==> src/rtl/stage_channel_scheduler.sv <==
// Launch/collect scheduler for NUM_CH channel workers of one decoder stage.
// Optional busy watchdog enabled by defining STAGE_WATCHDOG_EN.
module stage_channel_scheduler #(
  parameter int NUM_CH          = 2,
  parameter int SEQUENTIAL      = 0,
  parameter int WATCHDOG_CYCLES = 4096
) (
  input  logic              clk,
  input  logic              rst,
  input  logic              stage_ready,
  input  logic [NUM_CH-1:0] channel_mask,
  output logic [NUM_CH-1:0] channel_ready,
  input  logic [NUM_CH-1:0] channel_done,
  output logic              stage_busy,
  output logic              stage_done,
  output logic              stage_error,
  output logic              stage_timeout
);

  if (NUM_CH < 1 || NUM_CH > 8 || WATCHDOG_CYCLES < 2) begin : g_cfg_check
    $error("stage_channel_scheduler: NUM_CH must be 1..8 and WATCHDOG_CYCLES >= 2");
  end

  typedef enum logic [1:0] {IDLE, LAUNCH, WAIT, FINISH} state_t;

  state_t            state;
  logic [NUM_CH-1:0] mask_q;
  logic [NUM_CH-1:0] pending_q;
  logic [NUM_CH-1:0] inflight_q;
  logic [NUM_CH-1:0] finished_q;

  logic [NUM_CH-1:0] first_launch;
  logic [NUM_CH-1:0] next_launch;
  logic [NUM_CH-1:0] accepted;
  logic [NUM_CH-1:0] inflight_n;
  logic              all_done;
  logic              protocol_err;

  function automatic logic [NUM_CH-1:0] lowest_bit(input logic [NUM_CH-1:0] v);
    return v & (~v + NUM_CH'(1));
  endfunction

  // A channel's done only counts from the cycle after its channel_ready pulse.
  always_comb begin
    first_launch = (SEQUENTIAL != 0) ? lowest_bit(channel_mask) : channel_mask;
    next_launch  = (SEQUENTIAL != 0) ? lowest_bit(pending_q) : pending_q;
    accepted     = channel_done & inflight_q & ~channel_ready;
    inflight_n   = inflight_q & ~accepted;
    all_done     = ((finished_q | accepted) == mask_q);
    protocol_err = (|(channel_done & ~accepted)) | (stage_ready && state != IDLE);
  end

`ifdef STAGE_WATCHDOG_EN
  localparam int WD_W = $clog2(WATCHDOG_CYCLES + 1);
  localparam logic [WD_W-1:0] WD_LAST = WD_W'(WATCHDOG_CYCLES - 1);
  logic [WD_W-1:0] wd_cnt;
`endif

  always_ff @(posedge clk) begin
    if (rst) begin
      state         <= IDLE;
      mask_q        <= '0;
      pending_q     <= '0;
      inflight_q    <= '0;
      finished_q    <= '0;
      channel_ready <= '0;
      stage_busy    <= 1'b0;
      stage_done    <= 1'b0;
      stage_error   <= 1'b0;
      stage_timeout <= 1'b0;
`ifdef STAGE_WATCHDOG_EN
      wd_cnt        <= '0;
`endif
    end else begin
      channel_ready <= '0;
      stage_done    <= 1'b0;
      stage_error   <= protocol_err;
      stage_timeout <= 1'b0;
      case (state)
        IDLE: begin
          if (stage_ready) begin
            mask_q     <= channel_mask;
            finished_q <= '0;
            if (channel_mask == '0) begin
              stage_done <= 1'b1;
              state      <= FINISH;
            end else begin
              channel_ready <= first_launch;
              inflight_q    <= first_launch;
              pending_q     <= channel_mask & ~first_launch;
              stage_busy    <= 1'b1;
              state         <= LAUNCH;
`ifdef STAGE_WATCHDOG_EN
              wd_cnt        <= '0;
`endif
            end
          end
        end
        LAUNCH, WAIT: begin
          inflight_q <= inflight_n;
          finished_q <= finished_q | accepted;
          if (state == LAUNCH) begin
            state <= WAIT;
          end else if (inflight_n == '0 && pending_q != '0) begin
            channel_ready <= next_launch;
            inflight_q    <= next_launch;
            pending_q     <= pending_q & ~next_launch;
            state         <= LAUNCH;
          end else if (all_done) begin
            stage_done <= 1'b1;
            stage_busy <= 1'b0;
            state      <= FINISH;
          end
`ifdef STAGE_WATCHDOG_EN
          wd_cnt <= wd_cnt + WD_W'(1);
          // Abort only if this cycle does not already complete the granule.
          if (wd_cnt == WD_LAST && !(state == WAIT && all_done)) begin
            stage_timeout <= 1'b1;
            stage_busy    <= 1'b0;
            channel_ready <= '0;
            mask_q        <= '0;
            pending_q     <= '0;
            inflight_q    <= '0;
            finished_q    <= '0;
            state         <= IDLE;
          end
`endif
        end
        FINISH: begin
          mask_q     <= '0;
          pending_q  <= '0;
          inflight_q <= '0;
          finished_q <= '0;
          state      <= IDLE;
        end
        default: state <= IDLE;
      endcase
    end
  end

endmodule

==> config.mk <==
export PLATFORM = sky130hd
export DESIGN_NAME = stage_channel_scheduler
export DESIGN_NICKNAME = d
export VERILOG_FILES = /design/src/rtl/stage_channel_scheduler.sv
export SDC_FILE = /design/constraint.sdc
export NUM_CORES = 1
export LEC_CHECK = 0
export CAP_MARGIN = 20
export CELL_PAD_IN_SITES_DETAIL_PLACEMENT = 2
export CELL_PAD_IN_SITES_GLOBAL_PLACEMENT = 2
export CORE_MARGIN = 8
export CORE_UTILIZATION = 26
export DETAILED_ROUTE_END_ITERATION = 7
export GPL_TIMING_DRIVEN = 0
export HOLD_SLACK_MARGIN = 0.02
export PLACE_DENSITY_LB_ADDON = 0.1
export SLEW_MARGIN = 5
export SYNTH_ARGS = -nofsm -noshare
export SYNTH_HDL_FRONTEND = slang
export SYNTH_SLANG_ARGS = --single-unit
==> constraint.sdc <==
create_clock -name clk -period 1.6 [get_ports clk]
set_clock_uncertainty 0.05 [all_clocks]
set_input_delay 0.16 -clock clk [delete_from_list [all_inputs] [get_ports clk]]
set_output_delay 0.16 -clock clk [all_outputs]
set_load 0.005 [all_outputs]
==> results of run 1 <==
==> sequential cells by signal, indices dropped and copies added, names as in the netlist <==
name,count
stage_busy,1
mask_q,2
stage_error,1
stage_done,1
channel_ready,2
state,2
inflight_q,2
finished_q,2
==> placed cells by master, fill, tap and decap left out, types with 2 or more instances in the layout <==
cell type | synthesis | final
a21oi_1 | 6 | 6
a2bb2oi_1 | 2 | 2
buf_4 | 1 | 2
clkbuf_1 | 1 | 2
clkbuf_4 | 0 | 3
clkdlybuf4s50_1 | 0 | 11
dfxtp_1 | 13 | 11
dfxtp_2 | 0 | 2
ha_1 | 3 | 2
inv_1 | 6 | 6
nand2_1 | 8 | 8
nand2b_1 | 3 | 2
nand2b_2 | 1 | 2
nand3_1 | 2 | 2
nand4b_1 | 2 | 2
nor2_1 | 7 | 6
nor3_1 | 4 | 4
o211ai_2 | 2 | 2
o21ai_0 | 3 | 3
o21ai_1 | 2 | 2
o31a_1 | 2 | 2
or2_1 | 2 | 2
==> worst max-delay path: stages, from the launching register on <==
cell and delay [ps]:
dfxtp_2 330, buf_4 140, ha_1 240, nand2b_2 220, a2111o_1 400, o211ai_2 60
==> timing repair <==
action                     in CTS  in global routing
hold endpoints to repair        0                  0
buffers inserted                1                  0
hold buffers                    0                  0
pin swaps                       0                  2
gates resized for setup         7                  2
setup endpoints to repair       5                  5
==> metal layers <==
| layer | vias up | global-route usage | share of wire |
|---|---|---|---|
| met4 | 0 | 0.03417 | 0.012 |
| met2 | 10 | 0.1424 | 0.46 |
| met3 | 4 | 0.02718 | 0.033 |
| li1 | 343 | - | - |
| met1 | 332 | 0.1239 | 0.50 |
| met5 | - | 0 | 0 |
==> kinds of logic (layout without fill, tap and decap cells) <==
group / count (synthesis) / after routing
buf+inv: 11 / 26
flops: 13 / 13
mux: 1 / 1
simple gates: 33 / 33
other cells: 1 / 1
compound gates: 26 / 26
fa+ha+maj: 3 / 3
==> layout make-up <==
class / instances / area [µm²] / area share
clock buffers: 4 / 26.28 / 0.02778
flip-flops and latches: 13 / 262.8 / 0.2778
plain buffers: 2 / 11.26 / 0.01190
inverters: 8 / 32.53 / 0.03439
repair buffers: 12 / 117.6 / 0.1243
multi-input cells: 64 / 456.7 / 0.4828
well taps: 31 / 38.79 / 0.04101
==> how the worst min path moves through the flow <==
stage | startpoint | cells past startpoint | endpoint | slack, ps
floorplan | channel_mask[0] | 2 | channel_ready[0]$_SDFF_PP0_ | 250
CTS | finished_q[1]$_SDFFE_PP0N_ | 2 | finished_q[1]$_SDFFE_PP0N_ | 470
global route | channel_mask[0] | 3 | channel_ready[0]$_SDFF_PP0_ | 500
global placement | finished_q[1]$_SDFFE_PP0N_ | 2 | finished_q[1]$_SDFFE_PP0N_ | 420
finish | finished_q[1]$_SDFFE_PP0N_ | 2 | finished_q[1]$_SDFFE_PP0N_ | 460
detailed placement | finished_q[1]$_SDFFE_PP0N_ | 2 | finished_q[1]$_SDFFE_PP0N_ | 450
==> power breakdown <==
part / internal [mW] / leakage [nW] / switching (mW) / total [mW]
combinational: 0.447 / 0.235 / 0.507 / 0.955
sequential: 0.408 / 0.107 / 0.0569 / 0.465
clock: 0.0970 / 0.0150 / 0.132 / 0.229
==> impl_metrics.json, run 1 <==
{
  "outcome": "completed",
  "power_density_mw_per_mm2": 1743,
  "yosysMostFrequentCell": "dfxtp_1",
  "synthXorXnorAreaFrac": 0,
  "boundaryPins": 13,
  "routed_wl_um": 2179,
  "leakage_nw": 0.3571,
  "clockRootBuffer": "clkbuf_4",
  "cp-end-kind": "register",
  "peakVddDrop_mv": 0.8797,
  "pre_cts_ws_ps": -171.2,
  "cp.required_ps": 1780,
  "fmax_ghz": 0.6646,
  "rsz0062_at_grt": "no",
  "grt_max_degree": 11,
  "clk_latency_ps": 300,
  "syn_area_um2": 737.0,
  "hold_violations": 0,
  "final_cells": 134,
  "synthMuxAreaShare": 0.01528,
  "synth_compound_area_frac": 0.2750,
  "path_clk_slew_ps": 100,
  "ys_ff_latch": 13,
  "syn2layout_area_growth_pct": 28.35,
  "yosys.area.top_type": "dfxtp_1",
  "timing.rr.end": "state[1]$_SDFFE_PP0P_",
  "async_reset_ff_frac": 0,
  "crit_path_end": "state[1]$_SDFFE_PP0P_",
  "fin_crit_ps": 1505,
  "power_mw": 1.648,
  "start_kind": "register",
  "placedInstanceArea_um2": 885.9,
  "fin_area_um2": 945.9,
  "fin_setup_tns_ps": 0,
  "synth_warnings": 0,
  "r2r_setup_slack_ps": 100,
  "critPathLaunch": "state[0]$_SDFFE_PP0P_",
  "dr.pass1.iters": 4,
  "worst-setup-path-type": "register to register",
  "ant_nets": 0,
  "die_y_um": 69.24,
  "synth.yosys.seq_area_share": 0.3531,
  "initialDrtViolationCount": 47,
  "core_area_mm2": 0.002734,
  "place_inst": 130,
  "die_x_um": 69.24,
  "netlist_instances": 88,
  "dieArea_mm2": 0.004794,
  "synth_top_flop_cell": "dfxtp_1",
  "setup_viol": 0,
  "drive_gt1_frac": 0.1845,
  "wl_per_cell_um": 16.26,
  "worst-path-max-fanout": 4,
  "vias": 689,
  "grt_pass1_wl_um": 3822,
  "cp.arrival_ps": 1690,
  "r2r-start": "state[0]$_SDFFE_PP0P_",
  "syn_nets": 98,
  "io_buffer_count": 11,
  "vias_per_cell": 5.142,
  "cts_buffers": 3,
  "grt_util_all_layers": 0.09479,
  "grt-ovfl-total": 0,
  "synth_edf_count": 0,
  "synthTopCellsByArea": "dfxtp_1 35%, ha_1 5.1%, a21oi_1 4.1%, nand2_1 4.1%, nor2_1 3.6%",
  "diodes": 0,
  "gp_congestion": 0.7367,
  "yosys.area_share.simple": 0.2377,
  "start_util": 0.2696,
  "drv_slew": 0,
  "drcViolationCount": 0,
  "ctsHtreeMaxLevel": 1,
  "dp_hpwl_um": 1712,
  "clock-sinks": 13,
  "row_count": 19,
  "synthTopCellsByCount": "13 x dfxtp_1, 8 x nand2_1, 7 x nor2_1",
  "cts_tree": "done",
  "nets": 114,
  "grt_pass1_vias": 758,
  "ys_types": 36,
  "hold_class": "register to register",
  "fin_hold_ws_ps": 460.2,
  "synth_top_area_share": 0.3531,
  "synth_top_family_by_area": "compound AO/OA/AOI/OAI gates",
  "maxCapViolations": 0,
  "cts.path.max_buffers": 2,
  "syn_avg_cell_area_um2": 8.375,
  "n_fill_cell": 314,
  "r2r_cells": 5,
  "final_util": 0.3460,
  "antenna_found_initial": 0,
  "finalCritPeriodShare": 0.9404,
  "synth_fa_ha_area_frac": 0.05093,
  "finalWorstSetupSlack_ps": 95.37
}
Note: power is estimated with default switching activity, not from simulation.
==> run 2, diff against run 1 <==
Settings changed: SLEW_MARGIN 5 to default.
==> results of run 2 <==
No change in the layout: final DEF, timing and power equal those of run 1.
==> RTL change 1, RTL diff (flow settings as in run 1) <==
Build with the macro `STAGE_WATCHDOG_EN` defined.
--- a/src/rtl/stage_channel_scheduler.sv
+++ b/src/rtl/stage_channel_scheduler.sv
@@ -1,5 +1,7 @@
 // Launch/collect scheduler for NUM_CH channel workers of one decoder stage.
 // Optional busy watchdog enabled by defining STAGE_WATCHDOG_EN.
+`define STAGE_WATCHDOG_EN
+
 module stage_channel_scheduler #(
   parameter int NUM_CH          = 2,
   parameter int SEQUENTIAL      = 0,
Behaviour: same outputs for any inputs over 10 cycles, from zero or initial values and one cycle with rst high; that may be too few to reach the edited logic, so the function may still have changed.
==> RTL change 1 against run 1 <==
The flow now finishes with violations (negative setup slack). Routed wire length up 110%. Total power is 51% higher. Design area grew 110%. Area after synthesis is 94% higher. First-iteration DRC count shrank 45%. Worst setup slack got worse by 260 ps. Sequential cell count is 14 higher.
==> RTL change 1: results (changes against run 1) <==
stage;metric;value;unit;change
global_route;grt_max_degree;17;;+6
placed_design;port_buffers;12;;+1
clock_tree;clock_tree.buffer_depth;2;;unchanged
setup_path;critPathMaxStageDelay;380;ps;-20 ps
outcome;violations;negative setup slack;;
placed_design;gp_congestion;0.772;;+4.7%
timing;setup_viol;9;;+9
clock_tree;cts-resized-gates;34;;+27
synth;synth.distinct_cells;42;;+17%
synth;synth.area.top_cells;dfxtp_1 38%, nand2_1 6.8%, nor2_1 6.3%, ha_1 5.3%, xor2_1 4.3%;;
power;vdd_drop_max;542;uV;-38%
timing;finalWorstSetupSlack;-164;ps;-259 ps
min_path;holdCritPathClass;input port to flip-flop;;
cells_and_area;layout-drive-gt1-share;0.308;;+0.123
synth;ys.flop_type;dfxtp_1;;
global_route;antenna_found_initial;0;;unchanged
global_route;grt_usage;0.117;;+0.0227
power;power.internal;0.00150;W;+58%
setup_path;arrival;1920;ps;+230 ps
global_route;grt_first_pass_wirelength;7980;um;+110%
synth;synth_adder_area_share;0.0525;;+0.00161
outcome;status;finished with violations;;
setup_path;slowest_stage;o311a_4;;
power;total_power;0.00249;W;+51%
routing;wl_per_cell;16.3;um;+0.13%
setup_path;ff2ff_path_depth;5;;unchanged
synth;synth_compound_area_frac;0.191;;-0.0841
clock_tree;cts_buffers;3;;unchanged
synth;synth_xor_area_frac;0.0674;;+0.0674
setup_path;endpoint;state[0];;
setup_path;cp-startpoint;mask_q[0];;
clock_tree;cts-root-buf;clkbuf_8;;
clock_tree;cts.reportedPaths.clkPinSlew;100;ps;about the same
setup_path;cp_max_fo;5;;+1
placed_design;place_hpwl;3300;um;+93%
synth;muxShareOfSynthArea;0;;-0.0153
cells_and_area;nets;222;;+95%
clock_tree;clock_latency;280;ps;-20 ps
routing;drt_iter0_drc;26;;-45%
power;cellLeakagePower;0.772;nW;+120%
clock_tree;postCtsSetupBuffers;17;;+16
power;comb_power_share;0.492;;-0.087
synth;syn-num-nets;185;;+89%
synth;ys_top_cells_by_count;27 x dfxtp_1, 26 x nand2_1, 24 x nor2_1;;
global_route;grt_pass1_vias;1613;;+110%
power;clkPwrFrac;0.166;;+0.027
cells_and_area;largest_register;wd_cnt;;
synth;synth_warnings;0;;unchanged
routing;via_per_inst;4.90;;-4.7%
synth;ys_seq_area_frac;0.378;;+0.0251
RTL change 1: worst min path at each step:
| stage | start | to | slack (ps) | cells past startpoint |
|---|---|---|---|---|
| after floorplan | channel_mask[0] | channel_ready[0] | 260 | 2 |
| after global placement | wd_cnt[1] | wd_cnt[1] | 420 | 2 |
| after detailed placement | mask_q[0] | mask_q[0] | 440 | 2 |
| after CTS | stage_ready | stage_done | 380 | 3 |
| after global routing | channel_done[1] | stage_error | 230 | 3 |
| final | channel_done[1] | stage_error | 200 | 3 |
RTL change 1: per-stage QoR:
| step | instance area [um^2] | setup TNS (ps) | instances | setup WS, ps |
|---|---|---|---|---|
| final | 2010 | -654 | 280 | -164 |
| after global routing | 2010 | -2520 | 280 | -259 |
| after floorplan | 1450 | -93.8 | 172 | -93.8 |
| after detailed placement | 1660 | -13460 | 256 | -742 |
| after CTS | 1960 | -779 | 277 | -175 |
| after global placement | 1660 | -12720 | 256 | -684 |
RTL change 1: routing by layer:
metal | track usage | wire length [um] | vias up
met3 | 0.0216 | 91 | 4
li1 | - | - | 674
met4 | 0.0347 | 54 | 0
met1 | 0.133 | 1980 | 685
met5 | 0 | 0 | -
met2 | 0.217 | 2440 | 9
RTL change 1: cell type report:
cell class / count / area (um^2)
buffer: 3 / 28.8
clock buffer: 3 / 41.3
clock inverter: 1 / 7.51
fill: 603 / 3390
inverter: 8 / 30.0
multi-input combinational: 134 / 977
sequential: 27 / 566
tap: 72 / 90.1
timing repair buffer: 32 / 272
RTL change 1: cells by family (layout without fill, tap and decap cells):
logic type | count (synthesis) | after routing
and+or+nand+nor | 84 | 84
AOI/OAI and AO/OA | 33 | 33
DFF | 27 | 27
xor gates and xnor gates | 11 | 11
buffers and inverters | 11 | 47
adders and majority gates | 6 | 6
==> RTL change 2, RTL diff (settings of run 1) <==
Without the edit above. Re-encode `state_t` (4 states) as one-hot, 4 bits wide.
--- a/src/rtl/stage_channel_scheduler.sv
+++ b/src/rtl/stage_channel_scheduler.sv
@@ -21,7 +21,7 @@
     $error("stage_channel_scheduler: NUM_CH must be 1..8 and WATCHDOG_CYCLES >= 2");
   end
 
-  typedef enum logic [1:0] {IDLE, LAUNCH, WAIT, FINISH} state_t;
+  typedef enum logic [3:0] {IDLE = 4'b0001, LAUNCH = 4'b0010, WAIT = 4'b0100, FINISH = 4'b1000} state_t;
 
   state_t            state;
   logic [NUM_CH-1:0] mask_q;
Formal check against the unedited RTL: no difference found for any inputs over 10 cycles, from zero or initial values and one cycle with rst high; not proved beyond that.
==> RTL change 2 against run 1 <==
Worst setup slack improved by 1.4 ps. Routed wire length decreased by 8.9%. Design area increased by 1.2%. Area after synthesis increased by 5.4%. Cell count decreased by 5.2%. Sequential cell count increased by 2. Core utilization decreased by 2.2 points.
Power is not compared: it rests on default switching activity, and its combinational part moved more than twofold at a synthesized area within 25%.
==> RTL change 2: results (changes against run 1) <==
stage;metric;value;unit;change
routing;wl_per_cell;15.6;um;-3.8%
setup_path;slowest_stage;dfxtp_1;;
global_route;grt_usage;0.0821;;-0.0127
setup_path;critPathMaxStageDelay;360;ps;-40 ps
routing;drt_iter0_drc;16;;-66%
global_route;grt_first_pass_wirelength;3210;um;-16%
synth;synth_xor_area_frac;0.0225;;+0.0225
global_route;grt_pass1_vias;694;;-8.4%
power;vdd_drop_max;383;uV;
synth;synth_adder_area_share;0;;-0.0509
timing;min_period;1500;ps;-1.43 ps
min_path;holdCritPathClass;input port to flip-flop;;
setup_path;ff2ff_path_depth;4;;-1
routing;wl;1990;um;-8.9%
clock_tree;clock_latency;280;ps;-20 ps
synth;syn-num-nets;86;;-12%
setup_path;rr_startpoint;channel_ready[1];;
min_path;whs_endpoint;stage_busy;;
timing;hold_slack;133;ps;-327 ps
outcome;status;completed;;
setup_path;crit_family;simple AND/OR/NAND/NOR gates;;
placed_design;gp_congestion;0.625;;-15%
routing;via_per_inst;5.17;;+0.46%
synth;syn_inst;79;;-10%
synth;ys_top_cells_by_count;15 x dfxtp_1, 7 x nor2_1, 4 x nor3_1, 4 x o21ai_0;;
placed_design;port_buffers;10;;-1
setup_path;arrival;1620;ps;-70 ps
min_path;hold_path_startpoint;rst;;
synth;muxShareOfSynthArea;0.0258;;+0.0105
cells_and_area;layout-drive-gt1-share;0.170;;-0.0143
synth;synth_compound_area_frac;0.211;;-0.0641
placed_design;place_hpwl;1580;um;-7.9%
synth;synth.area.top_cells;dfxtp_1 39%, nor2_1 3.4%, nor4b_4 3.1%, nand3b_1 2.9%, nand4_4 2.7%;;
RTL change 2: power by group through the flow:
stage | clock [W] | sequential [W] | combinational, W
2_1_floorplan | 0 | 0.000427 | 0.000148
3_3_place_gp | 0 | 0.000429 | 0.000218
3_5_place_dp | 0 | 0.000429 | 0.000221
4_1_cts | 0.000229 | 0.000421 | 0.000222
5_1_grt | 0.000249 | 0.000426 | 0.000242
6_report | 0.000216 | 0.000421 | 0.000219
RTL change 2: per-layer routing:
metal	vias to the layer above	wire (um)	GRT usage
li1	323	-	-
met2	13	889	0.124
met4	0	41	0.0485
met5	-	0	0
met1	315	987	0.101
met3	5	68	0.0240
RTL change 2: final cells by class:
class	count	area [um^2]
timing repair buffer	11	108
buffer	4	31.3
sequential	15	300
fill	336	2000
inverter	1	3.75
tap	33	41.3
multi-input combinational	59	447
clock buffer	4	26.3
RTL change 2: what timing repair did:
item                                    4_1_cts  5_1_grt
buffers inserted                              0        1
endpoints found under the setup margin        0        3
hold buffers                                  0        0
resized for setup                             0        1
